==> config.mk <==
export PLATFORM = sky130hd
export DESIGN_NAME = data_mem_ctrl_flat
export DESIGN_NICKNAME = d
export VERILOG_FILES = /design/src/rtl/data_mem_ctrl_pkg.sv /design/src/rtl/data_mem_ctrl_if.sv /design/src/rtl/data_mem_ctrl_load_align.sv /design/src/rtl/data_mem_ctrl.sv /design/src/flat_wrapper.sv
export SDC_FILE = /design/constraint.sdc
export NUM_CORES = 1
export LEC_CHECK = 0
export BUFFER_PORTS_ARGS = -buffer_cell sky130_fd_sc_hd__buf_2
export CAP_MARGIN = 20
export CORE_UTILIZATION = 49
export DETAILED_ROUTE_END_ITERATION = 10
export GPL_ROUTABILITY_DRIVEN = 0
export PLACE_DENSITY_LB_ADDON = 0.15
export SYNTH_ARGS = -nofsm -noshare
export SYNTH_HDL_FRONTEND = slang
export SYNTH_SLANG_ARGS = --single-unit
==> constraint.sdc <==
create_clock -name clk -period 2.25 [get_ports clk]
set_input_delay 0.45 -clock clk [delete_from_list [all_inputs] [get_ports clk]]
set_output_delay 0.45 -clock clk [all_outputs]
set_load 0.05 [all_outputs]
==> src/rtl/data_mem_ctrl_pkg.sv <==
// Shared definitions for the data-memory controller: funct3 width codes,
// FSM state encoding and small helpers for store lane replication and
// misalignment detection.
package data_mem_ctrl_pkg;

  // Load width codes
  localparam logic [2:0] F3_LB  = 3'b000;
  localparam logic [2:0] F3_LH  = 3'b001;
  localparam logic [2:0] F3_LW  = 3'b010;
  localparam logic [2:0] F3_LBU = 3'b100;
  localparam logic [2:0] F3_LHU = 3'b101;

  // Store width codes
  localparam logic [2:0] F3_SB  = 3'b000;
  localparam logic [2:0] F3_SH  = 3'b001;
  localparam logic [2:0] F3_SW  = 3'b010;

  typedef enum logic [1:0] {
    ST_IDLE   = 2'd0,
    ST_REQ    = 2'd1,
    ST_WAIT_R = 2'd2,
    ST_RESP   = 2'd3
  } state_t;

  // Replicate the LSB-justified store value across all byte lanes so the
  // byte enables alone pick the destination lane.
  function automatic logic [31:0] store_lanes(input logic [2:0] f3, input logic [31:0] sd);
    case (f3[1:0])
      2'b00:   return {4{sd[7:0]}};
      2'b01:   return {2{sd[15:0]}};
      default: return sd;
    endcase
  endfunction

  // Halves need addr[0]==0, words need addr[1:0]==0; bytes are always aligned.
  function automatic logic misaligned(input logic [2:0] f3, input logic [1:0] lo);
    case (f3[1:0])
      2'b01:   return lo[0];
      2'b10:   return lo != 2'b00;
      default: return 1'b0;
    endcase
  endfunction

endpackage

==> src/rtl/data_mem_ctrl_if.sv <==
// Data-memory bus: request channel (valid/ready) plus read-data return.
// master = controller side, slave = memory side.
interface data_mem_ctrl_if #(parameter int ADDR_W = 32) ();
  logic              bus_valid;
  logic              bus_ready;
  logic              bus_we;
  logic [ADDR_W-1:0] bus_addr;
  logic [3:0]        bus_wstrb;
  logic [31:0]       bus_wdata;
  logic              bus_rvalid;
  logic [31:0]       bus_rdata;

  modport master (
    output bus_valid, bus_we, bus_addr, bus_wstrb, bus_wdata,
    input  bus_ready, bus_rvalid, bus_rdata
  );

  modport slave (
    input  bus_valid, bus_we, bus_addr, bus_wstrb, bus_wdata,
    output bus_ready, bus_rvalid, bus_rdata
  );
endinterface

==> src/rtl/data_mem_ctrl_load_align.sv <==
// Combinational load alignment: picks the addressed byte/half out of the
// read word and sign- or zero-extends it according to funct3.
module load_align
  import data_mem_ctrl_pkg::*;
(
  input  logic [2:0]  funct3,
  input  logic [1:0]  lo,
  input  logic [31:0] rdata,
  output logic [31:0] result
);

  logic [7:0]  byte_sel;
  logic [15:0] half_sel;

  assign half_sel = lo[1] ? rdata[31:16] : rdata[15:0];

  // Byte lane select by low address bits
  always_comb begin
    byte_sel = rdata[7:0];
    case (lo)
      2'd1:    byte_sel = rdata[15:8];
      2'd2:    byte_sel = rdata[23:16];
      2'd3:    byte_sel = rdata[31:24];
      default: byte_sel = rdata[7:0];
    endcase
  end

  // Width/extension select
  always_comb begin
    result = rdata;
    case (funct3)
      F3_LB:   result = {{24{byte_sel[7]}}, byte_sel};
      F3_LH:   result = {{16{half_sel[15]}}, half_sel};
      F3_LBU:  result = {24'd0, byte_sel};
      F3_LHU:  result = {16'd0, half_sel};
      default: result = rdata;
    endcase
  end

endmodule

==> src/rtl/data_mem_ctrl.sv <==
// Data-memory controller: runs one decoded load/store on the valid/ready
// data bus, aligns load data for write-back and stalls the pipe while busy.
// Optional feature macro: MISALIGN_TRAP_EN (misaligned halves/words complete
// immediately with rsp_err instead of going to the bus).
module data_mem_ctrl
  import data_mem_ctrl_pkg::*;
#(
  parameter int ADDR_W      = 32,
  parameter int TIMEOUT_CYC = 255
) (
  input  logic              clk,
  input  logic              resetn,
  input  logic              req_valid,
  output logic              req_ready,
  input  logic [2:0]        funct3,
  input  logic [ADDR_W-1:0] address,
  input  logic [31:0]       store_data,
  input  logic [3:0]        wstrobe,
  input  logic              wen,
  input  logic              ren,
  data_mem_ctrl_if.master   bus,
  output logic              rsp_valid,
  output logic [31:0]       rsp_data,
  output logic              rsp_err,
  output logic              stall
);

  localparam int CW = (TIMEOUT_CYC > 1) ? $clog2(TIMEOUT_CYC) : 1;

  state_t            state, state_nxt;
  logic              accept, trap, expired;
  logic              cap, tmo, cnt_clr, cnt_inc;
  logic [CW-1:0]     cnt;
  logic              we_q;
  logic [2:0]        f3_q;
  logic [1:0]        lo_q;
  logic [ADDR_W-1:0] addr_q;
  logic [3:0]        wstrb_q;
  logic [31:0]       wdata_q;
  logic [31:0]       aligned;

  assign accept = (state == ST_IDLE) && req_valid && (wen || ren);

`ifdef MISALIGN_TRAP_EN
  assign trap = misaligned(funct3, address[1:0]);
`else
  assign trap = 1'b0;
`endif

  // Waiting budget is TIMEOUT_CYC cycles; 0 disables the abort entirely.
  assign expired = (TIMEOUT_CYC != 0) && (cnt == CW'(TIMEOUT_CYC - 1));

  assign req_ready     = (state == ST_IDLE);
  assign stall         = (state == ST_REQ) || (state == ST_WAIT_R) || accept;
  assign rsp_valid     = (state == ST_RESP);
  assign bus.bus_valid = (state == ST_REQ);
  assign bus.bus_we    = we_q;
  assign bus.bus_addr  = addr_q;
  assign bus.bus_wstrb = wstrb_q;
  assign bus.bus_wdata = wdata_q;

  load_align u_align (
    .funct3 (f3_q),
    .lo     (lo_q),
    .rdata  (bus.bus_rdata),
    .result (aligned)
  );

  // State register
  always_ff @(posedge clk) begin
    if (!resetn) state <= ST_IDLE;
    else         state <= state_nxt;
  end

  // Next-state and per-cycle control strobes
  always_comb begin
    state_nxt = state;
    cap       = 1'b0;
    tmo       = 1'b0;
    cnt_clr   = 1'b0;
    cnt_inc   = 1'b0;
    case (state)
      ST_IDLE: begin
        if (accept) begin
          state_nxt = trap ? ST_RESP : ST_REQ;
          cnt_clr   = 1'b1;
        end
      end
      ST_REQ: begin
        if (bus.bus_ready) begin
          if (we_q) begin
            state_nxt = ST_RESP;
          end else if (bus.bus_rvalid) begin
            state_nxt = ST_RESP;
            cap       = 1'b1;
          end else begin
            state_nxt = ST_WAIT_R;
            cnt_clr   = 1'b1;
          end
        end else if (expired) begin
          state_nxt = ST_RESP;
          tmo       = 1'b1;
        end else begin
          cnt_inc = 1'b1;
        end
      end
      ST_WAIT_R: begin
        if (bus.bus_rvalid) begin
          state_nxt = ST_RESP;
          cap       = 1'b1;
        end else if (expired) begin
          state_nxt = ST_RESP;
          tmo       = 1'b1;
        end else begin
          cnt_inc = 1'b1;
        end
      end
      default: state_nxt = ST_IDLE;
    endcase
  end

  // Wait-cycle counter for the bus timeout
  always_ff @(posedge clk) begin
    if (!resetn)      cnt <= '0;
    else if (cnt_clr) cnt <= '0;
    else if (cnt_inc) cnt <= cnt + CW'(1);
  end

  // Bus fields latched at accept and held until the next request; response
  // data/error set at accept, capture or timeout.
  always_ff @(posedge clk) begin
    if (!resetn) begin
      we_q     <= 1'b0;
      f3_q     <= 3'd0;
      lo_q     <= 2'd0;
      addr_q   <= '0;
      wstrb_q  <= 4'd0;
      wdata_q  <= 32'd0;
      rsp_data <= 32'd0;
      rsp_err  <= 1'b0;
    end else begin
      if (accept) begin
        we_q     <= wen;
        f3_q     <= funct3;
        lo_q     <= address[1:0];
        addr_q   <= {address[ADDR_W-1:2], 2'b00};
        wstrb_q  <= wstrobe;
        wdata_q  <= wen ? store_lanes(funct3, store_data) : 32'd0;
        rsp_data <= 32'd0;
        rsp_err  <= trap;
      end
      if (cap) rsp_data <= aligned;
      if (tmo) begin
        rsp_data <= 32'd0;
        rsp_err  <= 1'b1;
      end
    end
  end

endmodule

==> src/flat_wrapper.sv <==
// flat-port wrapper written by rule: the top's interface ports become plain ports
module data_mem_ctrl_flat import data_mem_ctrl_pkg::*;
#(
  parameter int ADDR_W      = 32,
  parameter int TIMEOUT_CYC = 255
)
  (clk, resetn, req_valid, req_ready, funct3, address, store_data, wstrobe, wen, ren, rsp_valid, rsp_data, rsp_err, stall, bus_bus_valid, bus_bus_we, bus_bus_addr, bus_bus_wstrb, bus_bus_wdata, bus_bus_ready, bus_bus_rvalid, bus_bus_rdata);
  data_mem_ctrl_if #(.ADDR_W(ADDR_W)) bus_i ();
  input  logic clk;
  input  logic resetn;
  input  logic req_valid;
  output logic req_ready;
  input  logic [2:0] funct3;
  input  logic [ADDR_W-1:0] address;
  input  logic [31:0] store_data;
  input  logic [3:0] wstrobe;
  input  logic wen;
  input  logic ren;
  output logic rsp_valid;
  output logic [31:0] rsp_data;
  output logic rsp_err;
  output logic stall;
  output wire logic [$bits(bus_i.bus_valid)-1:0] bus_bus_valid;
  output wire logic [$bits(bus_i.bus_we)-1:0] bus_bus_we;
  output wire logic [$bits(bus_i.bus_addr)-1:0] bus_bus_addr;
  output wire logic [$bits(bus_i.bus_wstrb)-1:0] bus_bus_wstrb;
  output wire logic [$bits(bus_i.bus_wdata)-1:0] bus_bus_wdata;
  input wire logic [$bits(bus_i.bus_ready)-1:0] bus_bus_ready;
  input wire logic [$bits(bus_i.bus_rvalid)-1:0] bus_bus_rvalid;
  input wire logic [$bits(bus_i.bus_rdata)-1:0] bus_bus_rdata;
  assign bus_bus_valid = bus_i.bus_valid;
  assign bus_bus_we = bus_i.bus_we;
  assign bus_bus_addr = bus_i.bus_addr;
  assign bus_bus_wstrb = bus_i.bus_wstrb;
  assign bus_bus_wdata = bus_i.bus_wdata;
  assign bus_i.bus_ready = bus_bus_ready;
  assign bus_i.bus_rvalid = bus_bus_rvalid;
  assign bus_i.bus_rdata = bus_bus_rdata;
  data_mem_ctrl #(.ADDR_W(ADDR_W), .TIMEOUT_CYC(TIMEOUT_CYC)) u_core (.clk(clk), .resetn(resetn), .req_valid(req_valid), .req_ready(req_ready), .funct3(funct3), .address(address), .store_data(store_data), .wstrobe(wstrobe), .wen(wen), .ren(ren), .bus(bus_i), .rsp_valid(rsp_valid), .rsp_data(rsp_data), .rsp_err(rsp_err), .stall(stall));
endmodule
# Word-level counts from Yosys, hierarchy flattened
# Cells that the tools add are included.
[word_totals] reg_bits=115 in_bits=110 out_inout_bits=106 word_cells=69
[op_classes] n_addsub=1 eq_ne=12 n_mux=33 bitwise=1 reduce_logical=12
[ops] cell="$pmux 32 s4" count=1
[ops] cell="$mux 32" count=3
[ops] cell="$pmux 32 s2" count=1
[ops] cell="$pmux 8 s3" count=1
[ops] cell="$mux 1" count=16
[ops] cell="$mux 16" count=1
[ops] cell="$mux 2" count=5
[ops] cell="$add 8x1->8 const B" count=1
[ops] cell="$eq 2x2->1 const B" count=4
[ops] cell="$eq 8x8->1 const B" count=1
[ops] cell="$pmux 1 s2" count=4
[ops] cell="$eq 2x1->1 const B" count=3
[ops] cell="$eq 3x3->1 const B" count=2
[ops] cell="$pmux 2 s3" count=1
[ops] cell="$logic_not 2->1" count=2
[ops] cell="$reduce_bool 2->1" count=2
[ops] cell="$reduce_or 2->1" count=2
[ops] cell="$eq 3x1->1 const B" count=1
[ops] cell="$logic_not 3->1" count=1
[ops] cell="$logic_or 1x1->1" count=3
[ops] cell="$logic_and 1x1->1" count=2
[ops] cell="$ne 2x1->1 const B" count=1
[ops] cell="$not 1->1" count=1

# Depth between registers and ports, before layout
[depth] depth_word=6 mapped_depth=8 ltp_nobuf=6

# Hierarchy
# Synthesis repeated with hierarchy kept, for this count alone.
[unflattened] cells_unflattened=655 area_unflattened_um2=5223.8
[by_module_without_submodules] mod="data_mem_ctrl" instances=1 cells_each=545 area_each_um2=4574.4 seq_area_each_um2=2302.2
[by_module_without_submodules] mod="load_align" instances=1 cells_each=110 area_each_um2=649.4 seq_area_each_um2=0.0

# Least setup slack after synthesis
# Ideal clock, no wire load.
[synth_timing] path_type="flip-flop to output port" start="register u_core.state[0]" end="output port stall" arrival_ns=1.878 t_required_ns=1.800 setup_slack_ns=-0.078 stages_incl_launch_ff=7 path_buffers=2 cell_sequence="dfxtp_1 inv_1 ha_1 buf_2 o211ai_1 buf_2 nand2b_1"
[synth_via] elab_chain_len=4 word_cells_on_any_way=7 cone_classes="2 x eq/ne; 5 x reduce/logical"
[synth_rtl] item="from (decl)" line="data_mem_ctrl.sv:30" rtl="state_t state, state_nxt;"
[synth_rtl] item="from (signal assigned)" line="data_mem_ctrl.sv:72" rtl="else state <= state_nxt;"
[synth_rtl] item="$logic_not 2->1"
[synth_rtl] item="net req_ready" line="flat_wrapper.sv:12" rtl="output logic req_ready;"
[synth_rtl] item="$logic_and 1x1->1 (2 in series)" line="data_mem_ctrl.sv:42" rtl="assign accept = (state == ST_IDLE) && req_valid && (wen || ren);"
[synth_rtl] item="$logic_or 1x1->1" line="data_mem_ctrl.sv:54" rtl="assign stall = (state == ST_REQ) || (state == ST_WAIT_R) || accept;"
[synth_rtl] item="to (decl)" line="flat_wrapper.sv:22" rtl="output logic stall;"
# The timed path passes the listed nets, and every way through them passes these cells.

# Worst setup path in the final report
[layout_timing] start="register u_core.state[0]" end="output port stall"
[layout_via] elab_chain_len=4 word_cells_on_any_way=7 cone_classes="2 x eq/ne; 5 x reduce/logical"
[layout_rtl] item="$logic_not 2->1" line="data_mem_ctrl.sv:42"
[layout_rtl] item="$logic_and 1x1->1 (2 in series)" line="data_mem_ctrl.sv:42"
[layout_rtl] item="$logic_or 1x1->1 *" line="data_mem_ctrl.sv:54"
# Every way passes the cells marked *; elsewhere a longest branch is shown, timed or not.

==> run_results.csv <==
group,metric,value,unit
timing,slew_violations,0,
drt,wire_per_inst,15.9,um
run_status,outcome,"completed",
setup_path,crit_required,1.80,ns
drt,drtPass1Iterations,5,
grt,grt_first_pass_wirelength,24.1,mm
clock_tree,path_clk_slew,0.06,ns
drt,wl,15.7,mm
die,fp.coreArea,0.0109,mm^2
clock_tree,cts_tree,"yes",
synth,synth_top_area_share,41.8,%
drt,vias,5436,
pwr,p_sw_share,36.5,%
synth,syn_inst,633,
placement,dp.cells,953,
drt,drtIter0Drc,325,
placement,post-dp-hpwl,11.3,mm
drt,antenna_left,0,
grt,grt_max_degree,69,
finish,syn2layout_area_growth,30.7,%
die,die_h,108,um
clock_tree,clkSinkCount,115,
synth,postSynthAreaPerCell,8.69,um^2
synth,ys_warn_count,0,
grt,antenna_found_initial,0,
finish,drive_above_1_share,35.8,%
grt,grt.overflow.total,0,
setup_path,arrival,1.74,ns
timing,worst_pin_slew,0.650,ns
finish,n_antenna_cell,0,
clock_tree,numCtsBuffers,17,
grt,grt_util_all_layers,27.1,%
pwr,power_leakage,3.23,nW
timing,timing.hold.ws,0.161,ns
finish,utilization,66.1,%
finish,final_cells,986,
job,maxCapViolCount,0,
setup_path,crit_type,"reg -> out",
pwr,vdd_drop_max,1.02,mV
pwr,p_int,4.64,mW
drt,post-route-drc-count,0,
pwr,p_clk_share,35.9,%
timing,period_share,97.2,%
timing,skew,0.00418,ns
synth,synth_ff_type,"dfxtp_1",
clock_tree,clock_path_buffers,2,
synth,netlist_area,0.00550,mm^2
pwr,p_total,7.31,mW
setup_path,worst-path-max-fanout,10,
die,start_util,50.5,%
hold_path,hp-class,"in -> reg",
grt,grt_pass1_vias,5011,
timing,finalHoldViolations,0,
pwr,p_comb_share,31.4,%
drt,vias_per_cell,5.51,
synth,synth_area_leaders,"dfxtp_1 (42%), nand2_1 (8.5%), a21oi_1 (5.2%), nand3_1 (3.9%), mux2i_1 (3.5%)",
clock_tree,cts_root_buf,"clkbuf_8",
die,pin_count,216,
synth,yosysTopAreaCell,"dfxtp_1",
clock_tree,h-tree-depth,4,
synth,synth-edff-count,0,
die,die_w,108,um
synth,synth_async_sr_flop_share,0,%
timing,period_needed,2.19,ns
die,rows,38,
setup_path,startpoint_type,"flip-flop",
setup_path,end_kind,"output port",
clock_tree,hold_buffers,0,
synth,synth_cell_types,62,
synth,synth-seq-cells,115,
timing,fmax,457,MHz
timing,slew_headroom,56.7,%
pwr,p_per_area,1020,mW/mm^2
pwr,seq_power_share,32.6,%
finish,nets,949,
clock_tree,clk_latency,0.52,ns
die,die-area,0.0117,mm^2
pwr,power.switching,2.66,mW
timing,setup_viol,0,
placement,port_buffers,213,
synth,synth_seq_area_share,41.8,%
[cells in the final DEF (no fill, tap or decap), types with 3 or more instances in the layout]
cell       count
a21oi_1       57
a221o_1        8
a22o_1         9
a22oi_1        7
a32o_1         7
and3_1         3
buf_2        212
buf_4         16
bufinv_16      3
clkbuf_1       5
clkbuf_16     16
clkinv_2       3
dfxtp_1      115
ha_1           5
inv_1         17
mux2_2        14
mux2_4         3
mux2i_1       19
nand2_1      125
nand2b_1      13
nand3_1       43
nor2_1         5
nor2b_1       16
o21ai_0       33
o21ai_1        5
o221ai_1       6
o22ai_1        8
o22ai_2       10
o31ai_1        3
or2b_2         8
or3_1          4
[stage by stage]
step	setup WS, ns	instance area (um^2)	TNS [ns]
after CTS	0.0166	7180	0
after global placement	0.306	6590	0
after floorplan	0.0796	5510	0
after detailed placement	0.201	6590	0
final	0.0624	7190	0
after global routing	-0.0140	7190	-0.0140
[power groups by stage]
stage / sequential [mW] / clock, mW / combinational [mW]
2_1_floorplan: 3.03 / 0 / 1.09
3_3_place_gp: 2.41 / 0 / 2.21
3_5_place_dp: 2.42 / 0 / 2.25
4_1_cts: 2.38 / 2.66 / 2.27
5_1_grt: 2.41 / 2.76 / 2.45
6_report: 2.38 / 2.63 / 2.30
[per-layer routing]
layer	global-route usage, %	up-vias	share of wire, %
met5	0	-	0
met4	11.4	0	2.1
met3	9.46	32	8.1
met2	45.3	227	48
met1	31.4	2529	41
li1	-	2648	-
[area by class of cell]
cell class / count / area, um^2
Fill cell: 922 / 3700
Multi-Input combinational cell: 452 / 2870
Sequential cell: 115 / 2300
Timing Repair Buffer: 229 / 1200
Clock buffer: 23 / 447
Tap cell: 140 / 175
Clock inverter: 9 / 130
Inverter: 18 / 67.6
[final timing paths]
| kind | slack [ns] | cells after the start | startpoint | endpoint |
|---|---|---|---|---|
| setup / recovery | 0.06 | 5 | u_core.state[0] | stall |
| hold / removal | 0.16 | 3 | address[24] | u_core.bus.bus_addr[24] |
| setup reg to reg | 0.13 | 6 | u_core.state[0] | u_core.rsp_data[20] |
| hold reg to reg | 0.44 | 2 | u_core.bus.bus_wdata[31] | u_core.bus.bus_wdata[31] |
[registers in the layout (all words and copies together) (netlist names)]
name,flops
u_core.bus.bus_we,1
u_core.cnt,8
u_core.f3_q,3
u_core.state,2
u_core.lo_q,2
u_core.bus.bus_wdata,32
u_core.rsp_err,1
u_core.rsp_data,32
u_core.bus.bus_wstrb,4
u_core.bus.bus_addr,30
[what timing repair did]
item	in CTS	in global routing
buffers inserted	1	0
pin swaps	1	0
resized for setup	1	2
endpoints found under the setup margin	1	2
[cells by family (layout without fill, tap and decap cells)]
| family | Yosys count | count (layout) | synth area share, % |
|---|---|---|---|
| and+or+nand+nor | 235 | 235 | 20.7 |
| AOI/OAI and AO/OA | 172 | 172 | 22.0 |
| DFF | 115 | 115 | 41.8 |
| buffers and inverters | 67 | 279 | 6.53 |
| muxes | 37 | 37 | 7.55 |
| adders and majority gates | 6 | 6 | 1.36 |
| other | 1 | 2 | 0.0682 |
[cell usage after synthesis (13+ instances only)]
master	number
nand2_1	125
dfxtp_1	115
a21oi_1	57
nand3_1	43
o21ai_0	33
mux2i_1	19
buf_2	18
inv_1	17
clkbuf_1	16
nor2b_1	16
mux2_2	14
nand2b_1	13
[worst max-delay path, cell delays in order, from the launching register on]
cell	delay, ns
dfxtp_1	0.39
inv_1	0.12
ha_4	0.21
o211ai_1	0.17
nand2b_1	0.12
buf_4	0.20
(Power assumes the default switching activity.)
